==> src/rtl/window_pkg.sv <==
// window_pkg: shared helpers for the window generator.
//   clogb2  - ceil(log2(value)); 0 for value <= 1
//   state_t - per-row fill/run state encoding
//   pix_lsb - bit offset of pixel (r,c) in a row-major packed window
package window_pkg;

    typedef enum logic {FILL, RUN} state_t;

    function automatic int clogb2(input int value);
        int r;
        r = 0;
        while ((1 << r) < value) r = r + 1;
        return r;
    endfunction

    function automatic int pix_lsb(input int r, input int c, input int cols, input int data_width);
        return (r * cols + c) * data_width;
    endfunction

endpackage

==> src/rtl/window_gen_column_shift.sv <==
// column_shift: column history for the window generator.
//   clk, rst  - clock, synchronous active-high clear of the history
//   shift_en  - accept col_in into the history
//   col_in    - aligned column, lane r at [r*DATA_WIDTH +: DATA_WIDTH]
//   win_nxt   - window as it stands once col_in is accepted (column 0 = col_in)
// Only LINE_NUM-1 past columns are stored: the newest column arrives on col_in
// and the caller's output register completes the LINE_NUM x LINE_NUM array.
module column_shift
    import window_pkg::*;
#(
    parameter int DATA_WIDTH = 14,
    parameter int LINE_NUM   = 3
) (
    input  logic                                     clk,
    input  logic                                     rst,
    input  logic                                     shift_en,
    input  logic [DATA_WIDTH*LINE_NUM-1:0]           col_in,
    output logic [DATA_WIDTH*LINE_NUM*LINE_NUM-1:0]  win_nxt
);

    localparam int HC = LINE_NUM - 1;

    logic [DATA_WIDTH*LINE_NUM*HC-1:0] hist;

    for (genvar r = 0; r < LINE_NUM; r++) begin : g_row
        for (genvar c = 0; c < LINE_NUM; c++) begin : g_col
            if (c == 0) begin : g_new
                assign win_nxt[pix_lsb(r, c, LINE_NUM, DATA_WIDTH) +: DATA_WIDTH] =
                    col_in[r*DATA_WIDTH +: DATA_WIDTH];
            end else begin : g_old
                assign win_nxt[pix_lsb(r, c, LINE_NUM, DATA_WIDTH) +: DATA_WIDTH] =
                    hist[pix_lsb(r, c - 1, HC, DATA_WIDTH) +: DATA_WIDTH];
            end
        end
    end

    always_ff @(posedge clk) begin
        if (rst) begin
            hist <= '0;
        end else if (shift_en) begin
            for (int r = 0; r < LINE_NUM; r++)
                for (int c = 0; c < HC; c++)
                    hist[pix_lsb(r, c, HC, DATA_WIDTH) +: DATA_WIDTH] <=
                        win_nxt[pix_lsb(r, c, LINE_NUM, DATA_WIDTH) +: DATA_WIDTH];
        end
    end

endmodule

==> src/rtl/window_gen.sv <==
// window_gen: turns aligned columns into registered LINE_NUM x LINE_NUM windows.
//   clk, rst   - clock, synchronous active-high reset
//   col_in     - aligned column, lane r at [r*DATA_WIDTH +: DATA_WIDTH]
//   col_valid  - col_in accepted this cycle (no backpressure)
//   win_out    - window, pixel (r,c) at [(r*LINE_NUM+c)*DATA_WIDTH +: DATA_WIDTH], c=0 newest
//   win_valid  - one-cycle strobe per window fully inside the image
//   win_x, win_y, eol, eof - window coordinates and row/frame end flags,
//                present only when WINDOW_GEN_COORD_EN is defined
module window_gen
    import window_pkg::*;
#(
    parameter int DATA_WIDTH   = 14,
    parameter int LINE_NUM     = 3,
    parameter int IMAGE_WIDTH  = 128,
    parameter int IMAGE_HEIGHT = 128
) (
    input  logic                                     clk,
    input  logic                                     rst,
    input  logic [DATA_WIDTH*LINE_NUM-1:0]           col_in,
    input  logic                                     col_valid,
    output logic [DATA_WIDTH*LINE_NUM*LINE_NUM-1:0]  win_out,
`ifdef WINDOW_GEN_COORD_EN
    output logic [clogb2(IMAGE_WIDTH)-1:0]           win_x,
    output logic [clogb2(IMAGE_HEIGHT)-1:0]          win_y,
    output logic                                     eol,
    output logic                                     eof,
`endif
    output logic                                     win_valid
);

    localparam int CW = clogb2(IMAGE_WIDTH - 1) + 1;

    logic [CW-1:0]                              col_cnt;
    state_t                                     state, state_nxt;
    logic                                       last_col, emit;
    logic [DATA_WIDTH*LINE_NUM*LINE_NUM-1:0]    win_nxt;

    column_shift #(
        .DATA_WIDTH (DATA_WIDTH),
        .LINE_NUM   (LINE_NUM)
    ) u_shift (
        .clk      (clk),
        .rst      (rst),
        .shift_en (col_valid),
        .col_in   (col_in),
        .win_nxt  (win_nxt)
    );

    assign last_col = col_cnt == CW'(IMAGE_WIDTH - 1);

    // The column that completes the first window of a row emits while still in FILL.
    always_comb begin
        emit      = col_valid && (state == RUN || col_cnt == CW'(LINE_NUM - 1));
        state_nxt = !col_valid ? state : last_col ? FILL : emit ? RUN : state;
    end

    always_ff @(posedge clk) begin
        if (rst) begin
            state     <= FILL;
            col_cnt   <= '0;
            win_valid <= 1'b0;
            win_out   <= '0;
        end else begin
            state     <= state_nxt;
            win_valid <= emit;
            if (col_valid)
                col_cnt <= last_col ? '0 : col_cnt + 1'b1;
            if (emit)
                win_out <= win_nxt;
        end
    end

`ifdef WINDOW_GEN_COORD_EN
    localparam int ROWS = IMAGE_HEIGHT - LINE_NUM + 1;
    localparam int RW   = clogb2(ROWS - 1) + 1;
    localparam int XW   = clogb2(IMAGE_WIDTH);
    localparam int YW   = clogb2(IMAGE_HEIGHT);

    logic [RW-1:0] row_cnt;
    logic          last_row;

    assign last_row = row_cnt == RW'(ROWS - 1);

    always_ff @(posedge clk) begin
        if (rst) begin
            row_cnt <= '0;
            win_x   <= '0;
            win_y   <= '0;
            eol     <= 1'b0;
            eof     <= 1'b0;
        end else begin
            eol <= emit && last_col;
            eof <= emit && last_col && last_row;
            if (col_valid && last_col)
                row_cnt <= last_row ? '0 : row_cnt + 1'b1;
            if (emit) begin
                win_x <= XW'(col_cnt);
                win_y <= YW'(row_cnt);
            end
        end
    end
`endif

endmodule

==> config.mk <==
export PLATFORM = sky130hd
export DESIGN_NAME = window_gen
export DESIGN_NICKNAME = d
export VERILOG_FILES = /design/src/rtl/window_pkg.sv /design/src/rtl/window_gen_column_shift.sv /design/src/rtl/window_gen.sv
export SDC_FILE = /design/constraint.sdc
export NUM_CORES = 1
export LEC_CHECK = 0
export CAP_MARGIN = 40
export CORE_MARGIN = 2
export CORE_UTILIZATION = 27
export DETAILED_ROUTE_END_ITERATION = 7
export GPL_TIMING_DRIVEN = 0
export PLACE_DENSITY = 0.46
export SLEW_MARGIN = 20
export SYNTH_ARGS = -nofsm -noshare
export SYNTH_HDL_FRONTEND = slang
export SYNTH_SLANG_ARGS = --single-unit
==> constraint.sdc <==
create_clock -name clk -period 2.5 [get_ports clk]
set_clock_uncertainty 0.15 [all_clocks]
set_input_delay 0.5 -clock clk [delete_from_list [all_inputs] [get_ports clk]]
set_output_delay 0.5 -clock clk [all_outputs]
set_load 0.05 [all_outputs]
# Word level (Yosys, flattened, before mapping)

Index checks and enable logic that the tools add are counted.

Word-level logic and storage cells: 15
Register bits: 220
Output and inout port bits: 127
Bits of input ports: 45

Add/subtract/negate cells: 1
Muxes and demuxes: 3
Eq/ne operators: 2
Reduce and logical (&&, ||, !) cells: 4

Operators with widths:

| cell                                                            | count |
|---|---|
| 8-bit by 1-bit adder with 8-bit output, second input constant   | 1 |
| 8-bit by 2-bit == test with 1-bit output, second input constant | 1 |
| 8-bit by 7-bit == test with 1-bit output, second input constant | 1 |
| 8-bit two-way mux                                               | 1 |
| 1-bit two-way mux                                               | 2 |
| 2-bit AND reduction                                             | 1 |
| 2-bit nonzero test                                              | 1 |
| 1-bit logical AND                                               | 1 |
| 1-bit logical OR                                                | 1 |

# Logic depth before layout (Yosys ltp)

Word-level depth: 5
Depth in mapped cells: 7
Mapped depth without buffers: 5

# Cells and area by module

Synthesis repeated with hierarchy kept, for this count alone.

Cell total of the unflattened synthesis: 915
Area total of the unflattened synthesis: 9427.8 sq um

Modules (own cells, without submodules):

| module       | times used | area an instance (sq um) | cells an instance | sequential area each (sq um) |
|---|---|---|---|---|
| window_gen   | 1          | 6070.8                   | 602               | 2722.6 |
| column_shift | 1          | 3357.0                   | 313               | 1681.6 |

# Worst setup path after synthesis

No wires, ideal clock.

Kind: flip-flop to flip-flop
Start: reg col_cnt[0]
End: reg win_out[103]
Required time: 2213 ps
Setup time: 137 ps
Buffers on the path: 1
Period minus slack after synthesis: 1956 ps
Slack: 544 ps
Data arrival time: 1670 ps
Stages on the path, launching flop included: 7
Cells stage by stage: dfxtp_1 -> inv_1 -> ha_1 -> or4b_4 -> a2bb2oi_1 -> clkbuf_1 -> o22ai_1

Cells in the longest elaborated chain, start to end: 3

Ends and longest elaborated chain:

| item                                     | RTL line         | source |
|---|---|---|
| from (decl)                              | window_gen.sv:33 | `logic [CW-1:0] col_cnt;` |
| from (signal assigned)                   | window_gen.sv:67 | `col_cnt <= last_col ? '0 : col_cnt + 1'b1;` |
| 8-bit by 2-bit == test with 1-bit output | window_gen.sv:53 | `emit = col_valid && (state == RUN \|\| col_cnt == CW'(LINE_NUM - 1));` |
| 1-bit logical OR                         | window_gen.sv:53 |  |
| 1-bit logical AND                        | window_gen.sv:53 |  |
| to (signal assigned)                     | window_gen.sv:69 | `win_out <= win_nxt;` |
| to (decl)                                | window_gen.sv:21 | `output logic [DATA_WIDTH*LINE_NUM*LINE_NUM-1:0] win_out,` |

No other way between the ends.
A chain may end at the register's enable or synchronous reset.

# Worst setup path in the final report

Start: reg win_out[61]
End: out win_out[61]

No word-level cell between the ends.

==> results.json <==
{
  "cp-end-kind": "output port",
  "route.detailed.drc": 0,
  "critPathMaxStageDelay_ps": 890,
  "cap_viol_max_count": 0,
  "slew_violations": 0,
  "via_count": 6343,
  "power_density_nw_per_um2": 703,
  "design_area_um2": 11300,
  "htreeDepth": 1,
  "timing.final.crit_share_pct": 96.6,
  "place_ws_ps": -461,
  "gp_congestion": 0.730,
  "netlist_area_um2": 8280,
  "synthCells": 872,
  "rsz0062_at_grt": "no",
  "overflow": 0,
  "setup_viol": 0,
  "die_h_um": 179,
  "path_class": "reg2out",
  "chipWidth_um": 179,
  "whs_ps": 306,
  "antenna-diode-count": 0,
  "multi_input_area_um2": 3440,
  "grt_usage_pct": 14.4,
  "start_kind": "flop",
  "start_util_pct": 27.3,
  "clockBufferDepth": 3,
  "tightestPinTransition_ps": 761,
  "yosys.area.top_type": "dfxtp_1",
  "slew_headroom_pct": 49.2,
  "yosysWarningCount": 0,
  "synth_area_leaders": "dfxtp_1, mux2i_1, nand2_1",
  "root_buffer": "clkbuf_16",
  "seq_area_um2": 4400,
  "status": "finished, final reports clean",
  "insertion_delay_ps": 530,
  "drive_gt1_share_pct": 5.88,
  "worst-endpoint-required_ps": 1850,
  "wire_per_inst_um": 15.9,
  "synth_top_area_share_pct": 53.2,
  "via_per_inst": 4.27,
  "synth.distinct_cells": 31,
  "post_cts_buffers": 0,
  "hold_viol": 0,
  "cts_tree": "done",
  "postPlaceCellArea_um2": 10500,
  "drt_iter0_drc": 253,
  "max_clock_freq_mhz": 414,
  "io-pin-count": 172,
  "drt-total-wl_um": 23600,
  "rows": 64,
  "dp.cells": 1438,
  "postRouteAntennaNets": 0,
  "synth_fp_nets": 919,
  "critPathBufInv": 1,
  "worstHoldPathType": "reg2reg",
  "dr.pass1.iters": 5,
  "cts_buffers": 26,
  "die_area_um2": 32100,
  "yosysSeqAreaShare_pct": 53.2,
  "finalWorstPathRequiredPeriod_ps": 2420,
  "synth_seq_cells": 220,
  "instances_no_fill": 1484,
  "cts.sinks": 220,
  "nFillCells": 3098,
  "setup_ws_ps": 83.8,
  "final_nets": 1119,
  "vdd_ir_drop_max_v": 0.000394,
  "syn_to_final_growth_pct": 36.3,
  "critical-path-top-delay-family": "buffers and inverters",
  "slowest_stage": "clkdlybuf4s50_1",
  "p_leak_uw": 0.00409,
  "arrival_ps": 1770,
  "port_buffers": 170,
  "antenna_found_initial": 0,
  "dp_hpwl_um": 16500,
  "path_clk_slew_ps": 60,
  "grt_max_degree": 14,
  "first_global_vias": 6343,
  "cp_cell_sequence": "clkdlybuf4s50_1",
  "coreArea_um2": 30300,
  "syn_avg_cell_area_um2": 9.49,
  "grt_pass1_wl_um": 36000,
  "cp_max_fo": 2
}
==> synth_stat cells, drive strengths merged <==
| cell type | number |
|---|---|
| o21ai | 4 |
| o41ai | 1 |
| or3 | 3 |
| xor2 | 3 |
| mux2i | 178 |
| a2bb2oi | 1 |
| a211oi | 1 |
| or4b | 2 |
| inv | 19 |
| buf | 26 |
| clkbuf | 34 |
| dfxtp | 220 |
| nand3 | 4 |
| a21oi | 19 |
| nand2b | 1 |
| nand2 | 257 |
| nor3 | 1 |
| or4 | 1 |
| nand4 | 3 |
| o211ai | 1 |
| nor2 | 73 |
| o22ai | 17 |
| o31ai | 1 |
| ha | 2 |
==> final timing paths <==
path | slack, ps | cells past startpoint | from | endpoint
min | 310 | 2 | win_out[118]$_SDFFE_PP0P_ | win_out[118]$_SDFFE_PP0P_
max reg2reg | 300 | 7 | col_cnt[0]$_SDFFE_PP0P_ | win_out[37]$_SDFFE_PP0P_
min reg2reg | 310 | 2 | win_out[118]$_SDFFE_PP0P_ | win_out[118]$_SDFFE_PP0P_
max | 80 | 1 | win_out[61]$_SDFFE_PP0P_ | win_out[61]
==> power breakdown <==
| part | switching [µW] | internal, µW |
|---|---|---|
| logic | 439 | 290 |
| clock network | 1460 | 2050 |
| registers | 75.6 | 3610 |
==> logic make-up (layout without fill, tap and decap cells) <==
logic type | count (synthesis) | count (layout) | synth area share (%)
simple gates | 345 | 345 | 16.2
flops | 220 | 220 | 53.2
mux | 178 | 178 | 21.5
buf+inv | 79 | 295 | 5.21
compound gates | 45 | 45 | 3.26
xor+xnor | 3 | 3 | 0.317
fa+ha+maj | 2 | 2 | 0.302
==> layout make-up <==
| cell class | count | area share [%] |
|---|---|---|
| Buffer | 60 | 3.21 |
| Clock buffer | 39 | 6.64 |
| Clock inverter | 5 | 0.322 |
| Inverter | 19 | 0.632 |
| Multi-Input combinational cell | 573 | 30.5 |
| Sequential cell | 220 | 39.0 |
| Tap cell | 396 | 4.39 |
| Timing Repair Buffer | 172 | 15.3 |
==> state kept, by name, summed over array words and instances, names as in the netlist <==
register,flops
win_out,126
u_shift.hist,84
col_cnt,8
state,1
win_valid,1
==> routing by layer <==
metal  track usage [%]  routed length, µm  vias up
li1                  -                  -     3257
met3              2.99               1180       29
met4              3.53                421        0
met5                 0                  0        -
met1              19.7              11500     2930
met2              23.2              10500      127
==> through the flow <==
step,TNS [ps],utilization [%],total power [µW]
CTS,0,37.1,8070
finish,0,37.2,7930
detailed placement,-33200,34.5,4500
global route,0,37.2,8260
floorplan,0,-,4210
global placement,-34020,34.5,4500
==> what timing repair did <==
action	in CTS	in global routing
setup endpoints to repair	0	13
hold buffers	0	0
gates resized for setup	0	1
hold endpoints to repair	0	0
==> layout by cell type, fill, tap and decap left out, types with 17 or more instances in the layout <==
cell	instances
clkbuf_1	42
mux2i_1	178
clkdlybuf4s50_1	170
a21oi_1	19
dfxtp_1	220
o22ai_1	17
clkbuf_16	26
nor2_1	73
inv_1	18
nand2_1	257
(Power assumes the default switching activity.)
